--- src/rtl/imm_ext_pkg.sv ---
// Shared definitions for the immediate-extension pipeline: mode and buffer-state
// encodings plus the width-generic extension function.
package imm_ext_pkg;

  // Widest extended immediate the extension function supports.
  localparam int unsigned MaxW = 64;

  typedef enum logic [1:0] {
    ModeSign   = 2'b00,
    ModeZero   = 2'b01,
    ModeUpper  = 2'b10,
    ModeBranch = 2'b11
  } imm_mode_e;

  typedef enum logic [1:0] {
    BufEmpty = 2'b00,
    BufOne   = 2'b01,
    BufFull  = 2'b10
  } buf_state_e;

  // in_w/out_w are elaboration constants at every call site, so this reduces to wiring.
  // The caller truncates the result to out_w bits.
  function automatic logic [MaxW-1:0] imm_extend(input logic [MaxW-1:0] imm,
                                                 input imm_mode_e       mode,
                                                 input int unsigned     in_w,
                                                 input int unsigned     out_w);
    logic [MaxW-1:0] mask;
    logic [MaxW-1:0] zext;
    logic [MaxW-1:0] sext;
    logic [MaxW-1:0] res;
    logic            sign;
    mask = (MaxW'(1) << in_w) - MaxW'(1);
    zext = imm & mask;
    sign = |(zext & (MaxW'(1) << (in_w - 1)));
    sext = sign ? (zext | ~mask) : zext;
    res  = zext;
    case (mode)
      ModeSign:   res = sext;
      ModeZero:   res = zext;
      ModeUpper:  res = zext << (out_w - in_w);
      ModeBranch: res = sext << 2;
    endcase
    return res;
  endfunction

endpackage

--- src/rtl/imm_buf2.sv ---
// Two-entry in-order buffer with valid/ready on both sides. Entry 0 always holds the
// oldest item and drives the outputs directly from flops.
module imm_buf2
  import imm_ext_pkg::*;
#(
  parameter int unsigned DATA_W = 32,
  parameter int unsigned TAG_W  = 5
) (
  input  logic              clk,
  input  logic              rst_n,
  input  logic              in_valid,
  output logic              in_ready,
  input  logic [DATA_W-1:0] in_data,
  input  logic [TAG_W-1:0]  in_tag,
  output logic              out_valid,
  input  logic              out_ready,
  output logic [DATA_W-1:0] out_data,
  output logic [TAG_W-1:0]  out_tag
);

  buf_state_e        state_q;
  logic [DATA_W-1:0] data0_q, data1_q;
  logic [TAG_W-1:0]  tag0_q, tag1_q;
  logic              push, pop;

  // Handshakes are masked during reset so nothing is seen to transfer in a reset cycle.
  assign in_ready  = rst_n & (state_q != BufFull);
  assign out_valid = rst_n & (state_q != BufEmpty);
  assign push      = in_valid & in_ready;
  assign pop       = out_valid & out_ready;

  assign out_data = data0_q;
  assign out_tag  = tag0_q;

  always_ff @(posedge clk) begin
    if (!rst_n) begin
      state_q <= BufEmpty;
      data0_q <= '0;
      data1_q <= '0;
      tag0_q  <= '0;
      tag1_q  <= '0;
    end else begin
      unique case (state_q)
        BufEmpty: begin
          if (push) begin
            data0_q <= in_data;
            tag0_q  <= in_tag;
            state_q <= BufOne;
          end
        end
        BufOne: begin
          if (push && pop) begin
            data0_q <= in_data;
            tag0_q  <= in_tag;
          end else if (push) begin
            data1_q <= in_data;
            tag1_q  <= in_tag;
            state_q <= BufFull;
          end else if (pop) begin
            state_q <= BufEmpty;
          end
        end
        BufFull: begin
          // in_ready is low here, so only a pop can occur.
          if (pop) begin
            data0_q <= data1_q;
            tag0_q  <= tag1_q;
            state_q <= BufOne;
          end
        end
        default: state_q <= BufEmpty;
      endcase
    end
  end

endmodule

--- src/rtl/imm_ext_pipe.sv ---
// Immediate extension stage: extends the raw field at acceptance and queues the
// extended value with its tag in a two-entry buffer. Requires OUT_W >= IN_W+2, OUT_W <= 64.
module imm_ext_pipe
  import imm_ext_pkg::*;
#(
  parameter int unsigned IN_W  = 16,
  parameter int unsigned OUT_W = 32,
  parameter int unsigned TAG_W = 5
) (
  input  logic             clk,
  input  logic             rst_n,
  input  logic             in_valid,
  output logic             in_ready,
  input  logic [IN_W-1:0]  in_imm,
  input  logic [1:0]       in_mode,
  input  logic [TAG_W-1:0] in_tag,
  output logic             out_valid,
  input  logic             out_ready,
  output logic [OUT_W-1:0] out_imm,
  output logic [TAG_W-1:0] out_tag
);

  logic [OUT_W-1:0] ext_imm;

  // Only the extended value is stored; the raw field is discarded at acceptance.
  assign ext_imm = OUT_W'(imm_extend(MaxW'(in_imm), imm_mode_e'(in_mode), IN_W, OUT_W));

  imm_buf2 #(
    .DATA_W(OUT_W),
    .TAG_W (TAG_W)
  ) u_buf (
    .clk      (clk),
    .rst_n    (rst_n),
    .in_valid (in_valid),
    .in_ready (in_ready),
    .in_data  (ext_imm),
    .in_tag   (in_tag),
    .out_valid(out_valid),
    .out_ready(out_ready),
    .out_data (out_imm),
    .out_tag  (out_tag)
  );

endmodule

--- config.mk ---
export PLATFORM = sky130hd
export DESIGN_NAME = imm_ext_pipe
export DESIGN_NICKNAME = d
export VERILOG_FILES = /design/src/rtl/imm_ext_pkg.sv /design/src/rtl/imm_buf2.sv /design/src/rtl/imm_ext_pipe.sv
export SDC_FILE = /design/constraint.sdc
export NUM_CORES = 1
export LEC_CHECK = 0
export ABC_AREA = 1
export BUFFER_PORTS_ARGS = -buffer_cell sky130_fd_sc_hd__buf_2
export CORE_UTILIZATION = 61
export DETAILED_ROUTE_END_ITERATION = 12
export GPL_ROUTABILITY_DRIVEN = 0
export PLACE_DENSITY = 0.95
export SLEW_MARGIN = 20
export SYNTH_ARGS = -nofsm -noshare
export SYNTH_HDL_FRONTEND = slang
export SYNTH_HIERARCHICAL = 1
export SYNTH_SLANG_ARGS = --single-unit
--- constraint.sdc ---
create_clock -name clk -period 2.8 [get_ports clk]
set_clock_uncertainty 0.15 [all_clocks]
set_input_delay 0.7 -clock clk [delete_from_list [all_inputs] [get_ports clk]]
set_output_delay 0.7 -clock clk [all_outputs]
set_load 0.02 [all_outputs]
* Yosys cells after proc, flatten, opt, wreduce, memory -nomap -nowiden *
Index checks and enable logic that the tools add are counted.

storage, ports and cells
  memories = 0
  memory bits (writable) = 0
  input port bits = 27
  bits in read-only memories = 0
  bits in latches = 0
  register bits = 76

operators by class
  reductions and logical operators = 8
  mux-type cells = 16
  divide/modulo/power cells = 0
  multiply operators = 0
  bitwise gates (word level) = 5
  magnitude comparators = 0
  shift-type cells = 0
  add/sub/neg operators = 0
  equality and inequality tests = 11

operators with widths
  operator            count
  $mux 32             4
  $pmux 32 s4         1
  $pmux 32 s3         1
  $mux 5              3
  $pmux 5 s3          1
  $mux 2              5
  $reduce_and 4->1    2
  $eq 2x2->1 const B  3
  $ne 2x1->1 const B  3
  $pmux 2 s3          1
  $and 1x1->1         4
  $eq 2x1->1 const B  2
  $logic_not 2->1     2
  $ne 2x2->1 const B  2
  $ne 3x1->1 const B  1
  $reduce_and 3->1    1
  $reduce_bool 3->1   1
  $reduce_bool 2->1   1
  $logic_and 1x1->1   1
  $not 1->1           1

* Longest topological paths before layout *
  depth in word-level cells = 7
  mapped depth = 11
  depth with buffers taken out = 9

* By module *
The synthesis kept the hierarchy.

by module, submodules not included
  module        times used  area an instance (µm²)  cells an instance  seq. area each (µm²)
  imm_buf2      1           3,522.1                 546                1,521.5
  imm_ext_pipe  1           416.6                   88                 0.0

* Least setup slack after synthesis *
Ideal clock, no wire load.

  kind = input to output
  start = input rst_n
  end = output in_ready
  stages on the path = 3
  data required time = 1.950 ns
  arrival = 1.336 ns
  slack = 0.614 ns
  path buffers = 1
  path through = clkbuf_1 -> inv_1 -> nor2_1

on the way
  longest elaborated chain between the ends = 1

ends and longest elaborated chain
  item                line                text
  start: declaration  imm_ext_pipe.sv:11  input logic rst_n,
  $and 1x1->1         imm_buf2.sv:27      assign in_ready = rst_n & (state_q != BufFull);
  end: declaration    imm_ext_pipe.sv:13  output logic in_ready,

Every way passes these cells.

* Final worst setup path *
  start = register u_buf.state_q[0]
  end = output in_ready

on the way
  longest elaborated chain between the ends = 2

ends and longest elaborated chain
  item                      line            text
  start: declaration        imm_buf2.sv:21  buf_state_e state_q;
  start signal: assignment  imm_buf2.sv:37  state_q <= BufEmpty;
  start signal: assignment  imm_buf2.sv:48  state_q <= BufOne;
  start signal: assignment  imm_buf2.sv:58  state_q <= BufFull;
  $ne 2x2->1                imm_buf2.sv:27
  $and 1x1->1               imm_buf2.sv:27

Every way passes these cells.

==> out/results.tsv <==
metric	value	unit
yosysUniqueCellTypes	19	
core_area	0.006061	mm^2
cts_buffers	9	
synth-seq-cells	76	
cts_setup_buffers	0	
synth_fp_nets	661	
fin_crit_sh	74.51	%
portBuffers	65	
cts_tree	done	
final-instance-count-excl-fill	753	
crit_path_top_delay_cell	dfxtp_1	
synthCells	634	
antenna_left	0	
n_antenna_cell	0	
cts_max_level	3	
final_common_cell	nand2_1	
grt.total_usage	30.75	%
clock_path_buffers	2	
drt_iter0_drc	410	
dpl.cell_count	737	
clkLatencyLatePin	0.34	ns
clock_sinks	76	
tns	0	ns
io-pin-count	66	
cap_violations	0	
rrSetupSlack	0.78	ns
final_cell_mix	nand2_1 (168), nor2_1 (155), nand3_1 (79)	
path_cells	inv_2 > nand2_2 > inv_2 > nor2_1 > buf_2	
syn2layout_area_growth	10.74	%
via_count	4111	
postCtsResizedCells	0	
path_buf_inv	3	
worstSetupEndpointType	primary output	
place_hpwl	6467	um
synth_area_per_cell	6.213	um^2
postRouteWirelength	9747	um
crit_fanout	4	
cp_data_required_time	1.95	ns
power_density	710.8	mW/mm^2
hold_buffers	0	
fin_crit	2.086	ns
syn_area	0.003939	mm^2
fmax	479.4	MHz
antenna_found_initial	0	
tightest_slew	0.6902	ns
hold_violations	0	
worst_path_largest_cell_delay	0.39	ns
initial_core_util	64.99	%
crit_path_frequent_cell	inv_2	
rows	28	
rsz0062_at_grt	no	
grt_pass1_vias	3528	
overflow	0	
drc_errors	0	
p_leak	0.002388	uW
clk_pin_slew	0.07	ns
cp_top_family	flip-flops	
hp-class	reg2reg	
vias_per_cell	5.459	
yosysSeqAreaShare	38.63	%
die_area	0.006782	mm^2
setup_violations	0	
maxSlewViolCount	0	
clock-root-buffer	clkbuf_8	
grt_max_degree	52	
grt_pass1_wl	15850	um
wl_per_cell	12.94	um
final_layout_size_suffix_gt1_share	14.75	%
die_w	82.36	um
status	finished, final reports clean	
worstPathArrival	1.24	ns
yosys_warnings	6	
die_height	82.36	um
worst-setup-path-type	reg2out	
slew-limit-headroom	53.92	%
finalNetCount	700	
worst_setup_path_start_kind	flop	
dr.pass1.iters	7	
worst_ir_drop_vdd	0.0004192	V
Yosys cell counts (all sizes together):
| library cell | n | share of area (%) |
|---|---|---|
| a21oi | 3 | 0.38 |
| inv | 52 | 5.0 |
| nor2 | 158 | 16 |
| dfxtp | 76 | 39 |
| buf | 37 | 6.4 |
| nand2 | 172 | 17 |
| nand4 | 1 | 0.16 |
| o21ai | 47 | 6.0 |
| clkbuf | 7 | 0.67 |
| nand3 | 81 | 11 |
metal layers:
layer / global-route usage [%] / routed length [um] / vias to the layer above
li1: - / - / 2032
met1: 39.25 / 3977 / 1808
met2: 49.09 / 4533 / 238
met3: 5.934 / 947 / 33
met4: 15.96 / 289 / 0
met5: 0 / 0 / -
metrics by stage:
step	power, uW	hold WS [ns]	area, um^2	setup WS, ns	utilization [%]
4_1_cts	3106	0.3346	4362	0.6954	71.97
5_1_grt	3276	0.3455	4362	0.5650	71.97
2_1_floorplan	1983	0.3128	3939	0.6140	-
3_5_place_dp	2173	0.3173	4134	0.4346	68.21
3_3_place_gp	2145	0.3063	4134	0.5653	68.21
6_report	3100	0.3295	4362	0.7138	71.97
worst paths after layout:
check / start / cells past startpoint / to
worst max-delay path: u_buf/state_q[0] / 5 / in_ready
worst min-delay path: u_buf/out_data[26] / 2 / u_buf/out_data[26]
worst max register to register: u_buf/state_q[1] / 9 / u_buf/out_data[2]
worst min register to register: u_buf/out_data[26] / 2 / u_buf/out_data[26]
flip-flops by register name (all words and copies together) (netlist names):
name	flops
u_buf/out_data	32
u_buf/out_tag	5
u_buf/data1_q	32
u_buf/tag1_q	5
u_buf/state_q	2
worst register-to-register path, delay by kind of cell (launching register included):
kind | cells | cell delay, ns
buffers and inverters | 2 | 0.59
DFF | 1 | 0.38
and+or+nand+nor | 7 | 0.79
cell type report:
type                    count  area (um^2)
clock inverters             3        68.82
clock buffers              13        158.9
well taps                  75        93.84
multi-input cells         462         1946
repair buffers             72        377.9
fillers                   502         1699
flip-flops and latches     76         1521
inverters                  52        195.2
logic make-up after synthesis:
group                  after synthesis  synth area share [%]
AND/OR/NAND/NOR                    412                 42.95
buffers and inverters               96                 12.07
flip-flops                          76                 38.63
AO/OA/AOI/OAI                       50                 6.353
where the power goes:
part           switching [uW]  total, uW  internal (uW)
Clock                     390        944            553
Combinational             593        866            273
Sequential               68.7       1290           1220
Total                    1050       3100           2050
Power figures use the tool's default switching activity.
